===== config.mk =====
export PLATFORM = sky130hd
export DESIGN_NAME = pc_redirect_unit
export DESIGN_NICKNAME = d
export VERILOG_FILES = /design/src/rtl/mips_pipe_pkg.sv /design/src/rtl/sat_counter.sv /design/src/rtl/pc_redirect_unit.sv
export SDC_FILE = /design/constraint.sdc
export NUM_CORES = 1
export LEC_CHECK = 0
export ABC_AREA = 1
export ABC_CLOCK_PERIOD_IN_PS = 1720
export CAP_MARGIN = 20
export CORE_MARGIN = 1
export CORE_UTILIZATION = 30
export DETAILED_ROUTE_END_ITERATION = 8
export GPL_ROUTABILITY_DRIVEN = 0
export RECOVER_POWER = 100
export SLEW_MARGIN = 15
export SYNTH_ARGS = -nofsm -noshare
export SYNTH_HDL_FRONTEND = slang
export SYNTH_SLANG_ARGS = --single-unit

===== constraint.sdc =====
create_clock -name clk -period 1.72 [get_ports clk]
set_input_delay 0.344 -clock clk [delete_from_list [all_inputs] [get_ports clk]]
set_output_delay 0.344 -clock clk [all_outputs]
set_load 0.03 [all_outputs]

===== src/rtl/mips_pipe_pkg.sv =====
// Shared pipeline constants: PC width, default reset PC and the fetch-redirect FSM state encodings.
package mips_pipe_pkg;

    localparam int PC_W = 32;

    localparam logic [PC_W-1:0] DEFAULT_RESET_PC = '0;

    typedef enum logic [1:0] {
        ST_BOOT  = 2'b00,
        ST_RUN   = 2'b01,
        ST_REDIR = 2'b10
    } fetch_state_e;

endpackage


===== src/rtl/sat_counter.sv =====
// Up-counter that sticks at all-ones; synchronous clear takes priority over increment.
module sat_counter #(
    parameter int W = 16
) (
    input  logic         clk,
    input  logic         clear,
    input  logic         inc,
    output logic [W-1:0] count
);

    // NOTE: sequential state is written only with non-blocking assignments so every
    // register samples the pre-edge values of the others.
    always_ff @(posedge clk) begin
        if (clear) begin
            count <= '0;
        end else if (inc && (count != {W{1'b1}})) begin
            count <= count + 1'b1;
        end
    end

endmodule


===== src/rtl/pc_redirect_unit.sv =====
// Fetch PC owner: sequential PC+step fetch, EX redirect acceptance with a one-cycle
// IF/ID + ID/EX flush and fetch bubble, and a saturating count of accepted redirects.
module pc_redirect_unit
    import mips_pipe_pkg::*;
#(
    parameter logic [PC_W-1:0] RESET_PC = DEFAULT_RESET_PC,
    parameter logic [PC_W-1:0] PC_STEP  = 32'd1,
    parameter int              CNT_W    = 16
) (
    input  logic             clk,
    input  logic             reset,
    input  logic             stall,
    input  logic             redir_valid,
    input  logic [PC_W-1:0]  redir_target,
    output logic             redir_ack,
    output logic [PC_W-1:0]  pc,
    output logic             if_valid,
    output logic             flush_ifid,
    output logic             flush_idex,
    output logic [CNT_W-1:0] redir_count
);

    fetch_state_e    state, state_next;
    logic [PC_W-1:0] pc_next;
    logic            if_valid_next;
    logic            flush_next;

    // NOTE: every signal driven here gets a default first, so no path can leave
    // one unassigned and infer a latch.
    always_comb begin
        state_next    = state;
        pc_next       = pc;
        if_valid_next = if_valid;
        flush_next    = 1'b0;
        redir_ack     = 1'b0;

        case (state)
            ST_BOOT: begin
                if_valid_next = 1'b1;
                state_next    = ST_RUN;
            end
            ST_RUN: begin
                // A redirect wins over a hazard stall: the stalled instruction is squashed anyway.
                if (redir_valid) begin
                    redir_ack     = 1'b1;
                    pc_next       = redir_target;
                    if_valid_next = 1'b0;
                    flush_next    = 1'b1;
                    state_next    = ST_REDIR;
                end else if (!stall) begin
                    pc_next       = pc + PC_STEP;
                    if_valid_next = 1'b1;
                end
            end
            ST_REDIR: begin
                // Any redir_valid seen now belongs to a squashed instruction and is dropped.
                if_valid_next = 1'b1;
                state_next    = ST_RUN;
            end
            default: begin
                pc_next       = RESET_PC;
                if_valid_next = 1'b0;
                state_next    = ST_BOOT;
            end
        endcase
    end

    always_ff @(posedge clk) begin
        if (reset) begin
            state      <= ST_BOOT;
            pc         <= RESET_PC;
            if_valid   <= 1'b0;
            flush_ifid <= 1'b0;
            flush_idex <= 1'b0;
        end else begin
            state      <= state_next;
            pc         <= pc_next;
            if_valid   <= if_valid_next;
            flush_ifid <= flush_next;
            flush_idex <= flush_next;
        end
    end

    sat_counter #(
        .W(CNT_W)
    ) u_redir_count (
        .clk  (clk),
        .clear(reset),
        .inc  (redir_ack),
        .count(redir_count)
    );

endmodule


* Word-level counts from Yosys, hierarchy flattened
Cells that the tools add are included.
Operators by class: mux-type cells 10, equality and inequality tests 5, bitwise logic cells 1, $add $sub $neg 2, reductions and logical operators 4
Operators with widths (count):
- 32-bit 2-to-1 mux | 2
- 32-bit case mux with 2 select lines | 1
- 32-bit by 1-bit adder with 32-bit output (second input constant) | 1
- 16-bit by 1-bit adder with 16-bit output (second input constant) | 1
- 16-bit != test (second input constant) | 1
- 1-bit 2-to-1 mux | 4
- 2-bit case mux with 2 select lines | 1
- 3-bit != test (second input constant) | 1
- 2-bit by 1-bit equality test with 1-bit output (second input constant) | 1
- 2-bit equality test (second input constant) | 1
- 2-bit logical NOT | 1
- 2-bit 2-to-1 mux | 1
- 2-bit != test (second input constant) | 1
- 1-bit case mux with 2 select lines | 1
- 2-bit AND reduction | 1
- 2-bit OR reduction | 1
- 1-bit logical AND | 1
- 1-bit NOT | 1
Word-level totals: output and inout port bits 52, input port bits 36, flip-flop bits (word level) 52, logic and storage cells 27

* Logic depth before layout (Yosys ltp)
word-level depth 4, depth in mapped cells 10, depth with buffers taken out 9

* By module
Synthesis repeated with hierarchy kept, for this count alone.
Unflattened totals: cells, all modules 508, area, all modules 3321.9 sq um
By module, submodules not included:
- pc_redirect_unit | times used 1, area an instance 2392.3 sq um, cells each 359, seq. area each 720.7 sq um
- sat_counter | times used 1, area an instance 929.6 sq um, cells each 149, seq. area each 320.3 sq um

* Worst setup path after synthesis
OpenSTA, ideal clock, no wires.
path type reg-to-reg, from reg u_redir_count.count[0], to reg u_redir_count.count[1], data required time 1.604 ns, setup time 0.116 ns, stages on the path, launching flop included 10, arrival time 1.630 ns, slack -0.026 ns, buffers on the path 1, period minus slack after synthesis 1.746 ns, path through dfxtp_1 -> ha_1 -> nand3_2 -> nor3_4 -> nand3_2 -> nand2_4 -> inv_2 -> buf_6 -> nor2_1 -> nor2_1
Between the ends: cells in the longest elaborated chain, start to end 2, elaborated cells on any way between the ends 3, classes of those cells add/sub: 1; eq/ne: 1; reduce/logical: 1
Ends and longest elaborated chain:
- start: declaration | line sat_counter.sv:8 | output logic [W-1:0] count
- start signal: assignment | line sat_counter.sv:17 | count <= count + 1'b1;
- parallel branches: the longest is 2 deep, another holds 16-bit by 1-bit adder with 16-bit output
Parallel ways; which one is timed is not known. A chain may end at the register's enable or synchronous reset.

* Worst setup path after layout
from reg pc[24], to out pc[24]
RTL lines:
- start: declaration | line pc_redirect_unit.sv:16 | output logic [PC_W-1:0] pc,
- start signal: assignment | line pc_redirect_unit.sv:77 | pc <= pc_next;
No word-level cell between the ends.

==> results.py <==
metrics = {
    "clock_network": {
        "cts_tree": "done",
        "cts.sinks": 52,
        "cts_htree_levels": 2,
        "clock_latency_ns": 0.31,
        "clk_path_buf_depth": 2,
        "cts_root_buf": "clkbuf_8",
        "clk_pin_slew_ns": 0.11,
        "cts_buffers": 5,
    },
    "global_routing": {
        "grt_pass1_vias": 3458,
        "grt_pass1_wl_um": 16600,
        "grt_max_degree": 38,
        "grt-ovfl-total": 0,
        "antenna_found_initial": 0,
        "grtUsageTotal_pct": 18.0,
    },
    "pwr": {
        "p_per_area_nw_per_um2": 633,
        "p_sw_share_pct": 34.3,
        "p_int_uw": 1880,
        "peakVddDrop_uv": 384,
        "pwr-share-clk_pct": 27.2,
        "power_frac_seq_pct": 47.6,
        "combPwrFrac_pct": 25.2,
        "p_sw_uw": 982,
        "leakage_uw": 0.00185,
    },
    "placed_design": {
        "hpwl_um": 7610,
        "dpl-instance-area_um2": 4480,
        "io_buffers": 87,
    },
    "setup_path": {
        "max_stage_delay_ns": 0.67,
        "worstPathCellList": "clkdlybuf4s50_1",
        "arrival_ns": 1.33,
        "slowest_stage": "clkdlybuf4s50_1",
        "crit_required_ns": 1.38,
        "critPathBufInv": 1,
        "cp.depth": 1,
        "reg2reg_slack_ns": 0.10,
        "rr_worst_depth": 8,
        "cp-start-kind": "register",
        "cp_top_family": "buffers and inverters",
        "path_class": "reg -> out",
        "worstSetupEndpointType": "output port",
        "critPathMaxFanout": 2,
    },
    "yosys": {
        "seq_area_frac_synth_pct": 31.4,
        "synth_cell_type_count": 35,
        "async_reset_ff_share_pct": 0,
        "synthFlopType": "dfxtp_1",
        "yosysWarnings": 0,
        "syn-num-nets": 554,
        "syn_area_um2": 3310,
        "syn_inst": 516,
        "synth_seq_cells": 52,
        "synth_edf_count": 0,
        "syn_avg_cell_area_um2": 6.42,
    },
    "sta": {
        "skew_ns": 0.00672,
        "finalCriticalPeriod_ns": 1.67,
        "hold_viol_final": 0,
        "clock.fmax_ghz": 0.597,
        "worst_pin_slew_ns": 0.369,
        "rsz0062_at_grt": "false",
        "setup_viol": 0,
        "relSlewSlack_pct": 75.5,
        "slew_viol_final": 0,
        "timing.final.crit_share_pct": 97.4,
        "holdWs_ns": 0.463,
        "fin_setup_tns_ns": 0,
    },
    "die": {
        "die_w_um": 107,
        "die_area_um2": 11500,
        "die_y_um": 107,
        "ios": 88,
        "initial_core_util_pct": 31.5,
        "fp-row-count": 37,
        "coreArea_um2": 10500,
    },
    "status": {
        "outcome": "completed",
    },
    "layout": {
        "drive_gt1_share_pct": 11.3,
        "layout.nets": 658,
        "antennaDiodeCount": 0,
        "stdcell_area_um2": 4520,
        "area_growth_pct": 36.4,
        "final_util_pct": 43.0,
    },
    "drt": {
        "avgRoutedWirePerCell_um": 13.4,
        "dr.pass1.iters": 5,
        "drc_errors": 0,
        "finalWirelength_um": 10100,
        "drt_iter0_drc": 152,
        "drtAntennaViolNets": 0,
        "via_count": 3716,
        "viasPerCell": 4.91,
    },
    "hold_path": {
        "hold_path_depth": 1,
        "hold_path.class": "reg -> reg",
    },
    "flow_run": {
        "max_cap_viol_count": 0,
    },
}
==> through the flow <==
| stage | setup slack, ns | total power, uW | cells |
|---|---|---|---|
| after CTS | 0.000354 | 2890 | 756 |
| after global routing | 0.000786 | 3000 | 757 |
| after detailed placement | -0.0166 | 2160 | 748 |
| after floorplan | 0.120 | 1790 | 516 |
| final | 0.0454 | 2860 | 757 |
| after global placement | 0.0204 | 2150 | 748 |
==> registers in the layout, summed over array words and instances, names as in the netlist <==
name	flops
flush_idex	1
if_valid	1
pc	32
state	2
u_redir_count.count	16
==> logic make-up after synthesis <==
logic type               count (synthesis)  synth area share [%]
AND/OR/NAND/NOR                        256                  35.8
XOR/XNOR                                 8                  2.12
AO/OA/AOI/OAI                          130                  20.8
flip-flops                              52                  31.4
buffers and inverters                   68                  9.15
adder cells (fa/ha/maj)                  2                 0.756
==> layer usage <==
| metal | track usage [%] | vias to the layer above | wire (um) |
|---|---|---|---|
| li1 | - | 1935 | - |
| met1 | 24.4 | 1677 | 4870 |
| met2 | 29.8 | 98 | 4580 |
| met3 | 3.40 | 6 | 581 |
| met4 | 3.62 | 0 | 76 |
| met5 | 0 | - | 0 |
==> power by group through the flow <==
stage / clock, uW / combinational, uW / sequential, uW
global placement: 0 / 760 / 1390
global route: 838 / 787 / 1370
CTS: 798 / 734 / 1360
finish: 778 / 720 / 1360
detailed placement: 0 / 767 / 1390
floorplan: 0 / 266 / 1520
==> worst paths after layout <==
path,from,endpoint
hold reg to reg,state[0],state[0]
setup reg to reg,pc[3],pc[25]
hold / removal,state[0],state[0]
setup / recovery,pc[24],pc[24]
==> final cells by class <==
type	instances	area, um2
multi-input cells	397	1990
flip-flops and latches	52	1040
fillers	1099	5990
clock inverters	3	27.5
well taps	136	170
inverters	49	184
clock buffers	5	68.8
repair buffers	115	1030
==> synthesized netlist by cell type, types with 2 or more instances <==
library cell	n	area share, %
a21o_1	5	1.1
a21oi_1	76	11
a22oi_1	2	0.45
and2_1	2	0.38
buf_2	5	0.76
buf_4	3	0.68
buf_6	4	1.4
clkbuf_1	7	0.79
dfxtp_1	52	31
ha_1	2	0.76
inv_1	42	4.8
inv_2	7	0.79
nand2_1	114	13
nand2_2	2	0.38
nand3_1	50	7.6
nand3_2	3	0.91
nand4_1	9	1.7
nor2_1	46	5.2
nor2_2	7	1.3
nor2_4	5	1.7
nor3_1	9	1.4
o21ai_0	42	6.3
or2_2	4	0.76
xnor2_1	5	1.3
xor2_1	3	0.79
==> worst reg2reg max path: stages (launching register included) <==
cell and delay [ns]:
dfxtp_1 0.46, nand2_1 0.14, nor2_2 0.19, nand3_1 0.21, nor2_1 0.22, nand2_1 0.08, nand2_1 0.06, nand3_1 0.07
a21oi_1 0.12
==> what timing repair did <==
action                     CTS  global route
resized for setup           41            11
buffers inserted             0             0
pin swaps                    0             1
hold buffers                 0             0
cloned                       0             1
setup endpoints to repair   42            14
==> cells in the final DEF, fill, tap and decap left out, types with 6 or more instances in the layout <==
cell             count
dfxtp_1             50
o21ai_0             42
a21oi_1             76
clkdlybuf4s50_1     41
buf_4               22
nand4_1              9
nor2_1              45
nor3_1               9
inv_1               46
nor2_4               6
nand3_1             50
nor2_2               8
nand2_1            114
dlygate4sd2_1       41
(Power assumes the default switching activity.)
